$ cat src/rtl/accum_job_sequencer.sv
// Accumulation-zone job sequencer: optional window clear, N accumulate passes, then an in-order drain.
// Optional perf counters are compiled in with `define ACCUM_SEQ_PERF_EN.
module accum_job_sequencer #(
  parameter int NUM_BANKS  = 4,
  parameter int ADDR_WIDTH = 9,
  parameter int DATA_WIDTH = 64,
  parameter int ZONE_WIDTH = 2,
  parameter int OUT_DEPTH  = 4
) (
  input  logic                            clk,
  input  logic                            rstn,
  input  logic                            job_valid,
  output logic                            job_ready,
  input  logic [ADDR_WIDTH-1:0]           job_base,
  input  logic [ADDR_WIDTH:0]             job_rows,
  input  logic [7:0]                      job_passes,
  input  logic [NUM_BANKS-1:0]            job_mask,
  input  logic [ZONE_WIDTH-1:0]           job_zone,
  input  logic                            job_clear,
  input  logic                            in_valid,
  output logic                            in_ready,
  input  logic [NUM_BANKS*DATA_WIDTH-1:0] in_data,
  output logic                            out_valid,
  input  logic                            out_ready,
  output logic [NUM_BANKS*DATA_WIDTH-1:0] out_data,
  output logic                            out_last,
  output logic                            wr_valid,
  output logic                            accum_en,
  input  logic                            wr_ready,
  output logic [ADDR_WIDTH-1:0]           wr_addr,
  output logic [NUM_BANKS-1:0]            wr_mask,
  output logic [ZONE_WIDTH-1:0]           wr_zone_id,
  output logic                            wvalid,
  input  logic                            wready,
  output logic [NUM_BANKS*DATA_WIDTH-1:0] wdata,
  output logic                            rd_valid,
  input  logic                            rd_ready,
  output logic [ADDR_WIDTH-1:0]           rd_addr,
  output logic [NUM_BANKS-1:0]            rd_mask,
  output logic [ZONE_WIDTH-1:0]           rd_zone_id,
  input  logic                            rvalid,
  input  logic [NUM_BANKS*DATA_WIDTH-1:0] rdata,
  output logic                            busy,
  output logic                            done
`ifdef ACCUM_SEQ_PERF_EN
  ,
  output logic [31:0]                     perf_cycles,
  output logic [31:0]                     perf_stalls
`endif
);

  localparam int W  = NUM_BANKS * DATA_WIDTH;
  localparam int CW = $clog2(OUT_DEPTH + 1);
  localparam int PW = (OUT_DEPTH > 1) ? $clog2(OUT_DEPTH) : 1;

  typedef enum logic [2:0] {IDLE, CLEAR, ACCUM, DRAIN, DONE} state_t;
  state_t state, state_nxt;

  logic [ADDR_WIDTH-1:0] base_r, ptr;
  logic [ADDR_WIDTH:0]   rows_r, row_cnt, pop_cnt;
  logic [7:0]            passes_r, pass_cnt;
  logic [NUM_BANKS-1:0]  mask_r;
  logic [ZONE_WIDTH-1:0] zone_r;
  logic                  pend_a, pend_d;
  logic [CW-1:0]         outst, fcount;
  logic [PW-1:0]         wp, rp;
  logic [W-1:0]          mem [OUT_DEPTH];

  logic job_fire, pending, wr_complete, clear_issue, in_fire, rd_fire, pop, last_pop;

  assign job_fire    = job_valid && job_ready;
  assign pending     = pend_a || pend_d;
  // A row retires once both channels have handshaken, in whichever order they arrive.
  assign wr_complete = pending && (!pend_a || wr_ready) && (!pend_d || wready);
  assign clear_issue = (state == CLEAR) && (!pending || wr_complete) && (row_cnt != rows_r);
  assign in_fire     = in_valid && in_ready;
  assign rd_fire     = rd_valid && rd_ready;
  assign pop         = out_valid && out_ready;
  assign last_pop    = pop && (pop_cnt == rows_r - 1'b1);

  assign wr_valid   = pend_a;
  assign wvalid     = pend_d;
  assign wr_mask    = mask_r;
  assign wr_zone_id = zone_r;
  assign rd_addr    = ptr;
  assign rd_mask    = mask_r;
  assign rd_zone_id = zone_r;
  assign out_valid  = (fcount != '0);
  assign out_data   = mem[rp];
  assign out_last   = out_valid && (pop_cnt == rows_r - 1'b1);

  always_ff @(posedge clk or negedge rstn) begin
    if (!rstn) state <= IDLE;
    else       state <= state_nxt;
  end

  always_comb begin
    state_nxt = state;
    job_ready = 1'b0;
    in_ready  = 1'b0;
    rd_valid  = 1'b0;
    busy      = 1'b1;
    done      = 1'b0;
    case (state)
      IDLE: begin
        job_ready = 1'b1;
        busy      = 1'b0;
        if (job_fire)
          state_nxt = job_clear ? CLEAR : ((job_passes != 8'd0) ? ACCUM : DRAIN);
      end
      CLEAR: if (wr_complete && (row_cnt == rows_r))
        state_nxt = (passes_r != 8'd0) ? ACCUM : DRAIN;
      ACCUM: begin
        in_ready = !pending && (pass_cnt != passes_r);
        if (wr_complete && (pass_cnt == passes_r)) state_nxt = DRAIN;
      end
      DRAIN: begin
        // Read credits cover both in-flight reads and buffered rows, so the FIFO never overflows.
        rd_valid = (row_cnt != rows_r) &&
                   (({1'b0, outst} + {1'b0, fcount}) < (CW+1)'(OUT_DEPTH));
        if (last_pop) state_nxt = DONE;
      end
      DONE: begin
        done      = 1'b1;
        state_nxt = IDLE;
      end
      default: state_nxt = IDLE;
    endcase
  end

  always_ff @(posedge clk or negedge rstn) begin
    if (!rstn) begin
      base_r <= '0; rows_r <= '0; passes_r <= '0; mask_r <= '0; zone_r <= '0;
      ptr <= '0; row_cnt <= '0; pass_cnt <= '0; pop_cnt <= '0;
      pend_a <= 1'b0; pend_d <= 1'b0; wr_addr <= '0; accum_en <= 1'b0;
      outst <= '0; fcount <= '0; wp <= '0; rp <= '0;
    end else begin
      if (job_fire) begin
        base_r   <= job_base;
        rows_r   <= (job_rows == '0) ? (ADDR_WIDTH+1)'(1) : job_rows;
        passes_r <= job_passes;
        mask_r   <= job_mask;
        zone_r   <= job_zone;
        ptr      <= job_base;
        row_cnt  <= '0;
        pass_cnt <= '0;
        pop_cnt  <= '0;
      end
      if (clear_issue || in_fire) begin
        pend_a   <= 1'b1;
        pend_d   <= 1'b1;
        wr_addr  <= ptr;
        accum_en <= in_fire;
      end else begin
        if (wr_ready) pend_a <= 1'b0;
        if (wready)   pend_d <= 1'b0;
      end
      case (state)
        CLEAR: begin
          if (clear_issue) begin
            ptr     <= ptr + 1'b1;
            row_cnt <= row_cnt + 1'b1;
          end else if (state_nxt != CLEAR) begin
            ptr     <= base_r;
            row_cnt <= '0;
          end
        end
        ACCUM: if (in_fire) begin
          if (row_cnt == rows_r - 1'b1) begin
            row_cnt  <= '0;
            ptr      <= base_r;
            pass_cnt <= pass_cnt + 1'b1;
          end else begin
            row_cnt <= row_cnt + 1'b1;
            ptr     <= ptr + 1'b1;
          end
        end
        DRAIN: begin
          if (rd_fire) begin
            ptr     <= ptr + 1'b1;
            row_cnt <= row_cnt + 1'b1;
          end
          if (pop) pop_cnt <= pop_cnt + 1'b1;
        end
        default: ;
      endcase
      case ({rd_fire, rvalid})
        2'b10:   outst <= outst + 1'b1;
        2'b01:   outst <= outst - 1'b1;
        default: ;
      endcase
      case ({rvalid, pop})
        2'b10:   fcount <= fcount + 1'b1;
        2'b01:   fcount <= fcount - 1'b1;
        default: ;
      endcase
      if (rvalid) wp <= (wp == PW'(OUT_DEPTH - 1)) ? '0 : wp + 1'b1;
      if (pop)    rp <= (rp == PW'(OUT_DEPTH - 1)) ? '0 : rp + 1'b1;
    end
  end

  always_ff @(posedge clk) begin
    if (clear_issue)  wdata <= '0;
    else if (in_fire) wdata <= in_data;
    if (rvalid) mem[wp] <= rdata;
  end

`ifdef ACCUM_SEQ_PERF_EN
  logic stall;
  assign stall = (wr_valid && !wr_ready) || (wvalid && !wready) ||
                 (rd_valid && !rd_ready) || (out_valid && !out_ready);

  always_ff @(posedge clk or negedge rstn) begin
    if (!rstn) begin
      perf_cycles <= '0;
      perf_stalls <= '0;
    end else if (job_fire) begin
      perf_cycles <= '0;
      perf_stalls <= '0;
    end else begin
      if (busy && !(&perf_cycles))  perf_cycles <= perf_cycles + 1'b1;
      if (stall && !(&perf_stalls)) perf_stalls <= perf_stalls + 1'b1;
    end
  end
`endif

endmodule

$ cat config.mk
export PLATFORM = sky130hd
export DESIGN_NAME = accum_job_sequencer
export DESIGN_NICKNAME = d
export VERILOG_FILES = /design/src/rtl/accum_job_sequencer.sv
export SDC_FILE = /design/constraint.sdc
export NUM_CORES = 1
export LEC_CHECK = 0
export CAP_MARGIN = 20
export CORE_AREA = 2 2 432 434
export CTS_BUF_LIST = sky130_fd_sc_hd__clkbuf_4
export DETAILED_ROUTE_END_ITERATION = 10
export DIE_AREA = 0 0 434 436
export GPL_ROUTABILITY_DRIVEN = 0
export SLEW_MARGIN = 20
export SYNTH_ARGS = -nofsm -noshare
export SYNTH_HDL_FRONTEND = slang
export SYNTH_SLANG_ARGS = --single-unit
$ cat constraint.sdc
create_clock -name clk -period 8.7 [get_ports clk]
set_input_delay 1.74 -clock clk [delete_from_list [all_inputs] [get_ports clk]]
set_output_delay 1.74 -clock clk [all_outputs]
set_load 0.02 [all_outputs]
Yosys cells after proc, flatten, opt, wreduce, memory -nomap -nowiden --
Memories as Yosys holds them, arrays and structs flattened. Cells that the tools add are included.
Cells by class: add/subtract/negate cells 12, magnitude comparators 1, equal/unequal tests 17, mux-type cells 45, reductions and logical operators 31
Operators by type and width (count):
- 10-bit 2-to-1 mux | 10
- 9-bit 2-to-1 mux | 6
- 8-bit 2-to-1 mux | 4
- 10-bit equality test | 3
- 10-bit case mux with 3 select lines | 1
- 9-bit case mux with 3 select lines | 1
- 10-bit by 1-bit adder with 10-bit output, second input constant | 2
- 8-bit nonzero test | 2
- 1-bit logical AND | 14
- 1-bit 2-to-1 mux | 13
- 3-bit 2-to-1 mux | 4
- 3-bit case mux with 2 select lines | 2
- 3-bit case mux with 4 select lines | 1
- 10-bit zero test | 1
- 10-bit != test | 1
- 10-bit by 1-bit subtractor with 10-bit output, second input constant | 1
- 9-bit by 1-bit adder with 9-bit output, second input constant | 1
- 8-bit by 1-bit adder with 8-bit output, second input constant | 1
- 2-bit equality test, second input constant | 4
- 8-bit equality test | 1
- 8-bit != test | 1
- 2-bit nonzero test | 4
- 3-bit by 1-bit adder with 3-bit output, second input constant | 2
- 3-bit by 2-bit equality test with 1-bit output, second input constant | 2
- 13 further kinds | 24
Storage, ports and cells: bits in registers 351, bits in writable memories 1024, input bits 555, output and inout bits 552, logic and storage cells 126, memories 1
Memories:
- mem | words 4, bits a word 256, rd ports 1, clocked after Yosys merged registers in 0, write ports 1, line 67 | logic [W-1:0] mem [OUT_DEPTH];

Depth between registers and ports, before layout --
word-level depth 11, depth in mapped cells 12, gate-level depth less buffers 11

Least setup slack after synthesis --
Ideal clock, no wire load.
kind input -> register, start in rvalid, end mem mem[0][0] (netlist bit), enable pin, library setup time 0.648 ns, arrival time 7.526 ns, required time 8.052 ns, slack 0.526 ns, stages 1, path buffers 0, cell sequence and2_1
On the way: word-level cells in the longest chain between the ends 2
Ends and longest elaborated chain:
- start, declared | line 41 | input logic rvalid,
- 1-bit 2-to-1 mux | line 205 | if (rvalid) mem[wp] <= rdata;
- 1-bit 2-to-1 mux (implied by the code) | line 205
- end, declared | line 67
Every way passes these cells.

Final worst setup path --
start reg rp[0], end out out_data[65]
On the way: word-level cells in the longest chain between the ends 1
Ends and longest elaborated chain:
- start, declared | line 66 | logic [PW-1:0] wp, rp;
- start signal, assigned | line 198 | if (pop) rp <= (rp == PW'(OUT_DEPTH - 1)) ? '0 : rp + 1'b1;
- memory read 4 x 256 bit
- end, declared | line 25 | output logic [NUM_BANKS*DATA_WIDTH-1:0] out_data,
Every way passes these cells.

==> results.yml <==
sta:
  period_share_pct: 69.8
  fmax_mhz: 165
  final-setup-viol-count: 0
  worstMarginPinSlew_ns: 1.22
  layout_min_cycle_time_ns: 6.07
  tns_ns: 0
  skew_ns: 0.169
  slew_headroom_pct: 18.6
  rsz0062_at_grt: "false"
  drv_slew: 0
  finalHoldViolCount: 0
pwr:
  pwr-share-seq_pct: 41.1
  net-switching-power_mw: 6.23
  intPower_mw: 13.9
  p_per_area_nw_per_um2: 288
  combPwrFrac_pct: 30.3
  ir_drop_uv: 214
  leakage_nw: 23.8
  swShare_pct: 30.9
  clock_power_share_pct: 28.6
die:
  placementRows: 158
  die_x_um: 434
  pin_count: 1107
  initial_core_util_pct: 27.8
  fp.dieH_um: 436
  die_area_um2: 189000
  coreArea_um2: 185000
yosys:
  synth_async_sr_flop_share_pct: 6.91
  syn-num-nets: 3688
  avgSynthCellArea_um2: 16.5
  synth_cells: 3117
  ys_warn_count: 0
  yosys-top-cells-area: "edfxtp_1 (60%), mux4_2 (11%), dfxtp_1 (10%)"
  ys_types: 86
  synthFlopType: "edfxtp_1"
  synth.ff_latch_count: 1375
  synth.most_common_cell: "edfxtp_1"
  synth_top_area_share_pct: 59.8
  netlist_area_um2: 51400
  ys_seq_area_share_pct: 74.4
  yosysTopAreaCell: "edfxtp_1"
  synthTopCellsByCount: "edfxtp_1 (1024), nand2_1 (657), a21oi_1 (270)"
  synth_edf_count: 1024
final_layout:
  syn_to_final_growth_pct: 36.2
  final_util_pct: 37.9
  instances_no_fill: 7228
  nNetsFinal: 5032
  fillers: 17599
  drive_gt1_share_pct: 19.7
place:
  numPlacedInstances: 6562
  port_buffers: 1106
  place_hpwl_mm: 128
global_route:
  grt_usage_pct: 18.5
  grt_pass1_vias: 33745
  grt_pass1_wl_mm: 249
  globalRouteOverflowTotal: 0
  antenna_found_initial: 82
  grt_max_degree: 185
critical_path:
  worstReg2RegEnd: "wdata[229]"
  critPathMaxFanout: 86
  critPathMaxStageDelay_ns: 0.80
  required_ns: 6.96
  crit_chain: "buf_12, mux4_2, clkdlybuf4s50_1"
  worstPathArrival_ns: 4.33
  crit_type: "flop to output pin"
  crit_slowest_cell: "dfrtp_4"
  r2r_start: "pass_cnt[3]"
  startpoint_type: "flop"
  end_kind: "output pin"
  reg2reg_slack_ns: 4.64
  reg2reg_depth: 7
detailed_routing:
  drt_wl_total_mm: 181
  vias: 33406
  drc: 0
  drtAntennaViolNets: 0
  vias_per_cell: 4.62
  drt_first_pass_iters: 6
  initialDrtViolationCount: 2385
  wl_per_cell_um: 25.0
clocking:
  h-tree-depth: 5
  clk_path_buf_depth: 4
  holdBufCountCts: 0
  postCtsSetupRepairBufs: 0
  numCtsBuffers: 377
  tritoncts: "done"
  clock_latency_ns: 1.31
  cts-resized-gates: 0
  clk_pin_slew_worst_paths_ns: 0.06
  cts-root-buf: "clkbuf_4"
  clkSinkCount: 1375
flow_run:
  maxCapViolCount: 0
status:
  status: "finished clean"
min_path:
  min_path_type: "primary input to asynchronous set/reset pin"
critical path, delay by kind of cell, from the launching register on:
kind / cells / cell delay [ns]
buffers and inverters: 2 / 1.04
flip-flops: 1 / 0.80
multiplexers: 1 / 0.75
metal layers:
metal	part of all wire, %	global-route usage, %
met1	36	20.0
met5	0.16	0
met4	5.2	10.5
met2	48	29.5
met3	11	9.12
cell families (layout without fill, tap and decap cells):
family | Yosys count | after routing | share of synthesized area, %
adders and majority gates | 16 | 16 | 0.419
buffers and inverters | 200 | 1801 | 1.73
AOI/OAI and AO/OA | 388 | 388 | 4.40
and+or+nand+nor | 815 | 815 | 6.58
other | 0 | 30 | 0
DFF | 1375 | 1375 | 74.4
xor gates and xnor gates | 49 | 49 | 0.850
muxes | 274 | 274 | 11.6
power groups by stage:
stage	logic, mW	registers [mW]	clock network (mW)
after CTS	6.23	8.29	5.96
final	6.10	8.28	5.75
after detailed placement	6.19	8.43	0
after global placement	6.20	8.39	0
after global routing	6.42	8.35	6.30
after floorplan	3.39	8.50	0
worst max-delay path by stage:
stage	slack, ns	from	to
after floorplan	0.53	rvalid	mem[0][0]
after global placement	3.87	rows_r[0]	out_last
after detailed placement	3.87	rows_r[0]	out_last
after CTS	2.39	rows_r[0]	out_last
after global routing	2.22	rp[0]	out_data[65]
final	2.63	rp[0]	out_data[65]
cell usage in the layout (no fill, tap or decap), types with 32 or more instances in the layout:
cell,n
clkbuf_4,566
mux4_2,256
nand2_1,656
nor2_1,36
xnor2_1,34
clkinv_1,55
a21oi_1,270
dfrtp_1,93
clkdlybuf4s50_1,1105
edfxtp_1,1024
buf_4,32
dfxtp_1,256
nand3_1,37
stage by stage:
step,total power [mW],instance area [µm²],hold WS (ns),worst slack [ns]
floorplan,11.9,51400,0.437,0.526
global placement,14.6,65300,0.441,3.87
detailed placement,14.6,65300,0.447,3.87
CTS,20.5,69900,0.165,2.39
global route,21.1,70000,0.213,2.22
finish,20.1,70000,0.410,2.63
area by class of cell:
class                   count  area [µm²]  area share (%)
clock buffers             566        4250            6.07
inverters                  17        63.8          0.0911
clock inverters            70         427           0.609
multi-input cells        1542       12300            17.6
diodes                     30        75.1           0.107
repair buffers           1148       11500            16.5
well taps                2480        3100            4.43
flip-flops and latches   1375       38300            54.7
sequential cells by signal, indices dropped and copies added (netlist names), 4 cells and up:
name      count
rd_mask       4
row_cnt      10
base_r        9
mem        1024
pass_cnt      8
rows_r       10
pop_cnt      10
passes_r      8
wr_addr       9
rd_addr       9
wdata       256
(Power assumes the default switching activity.)
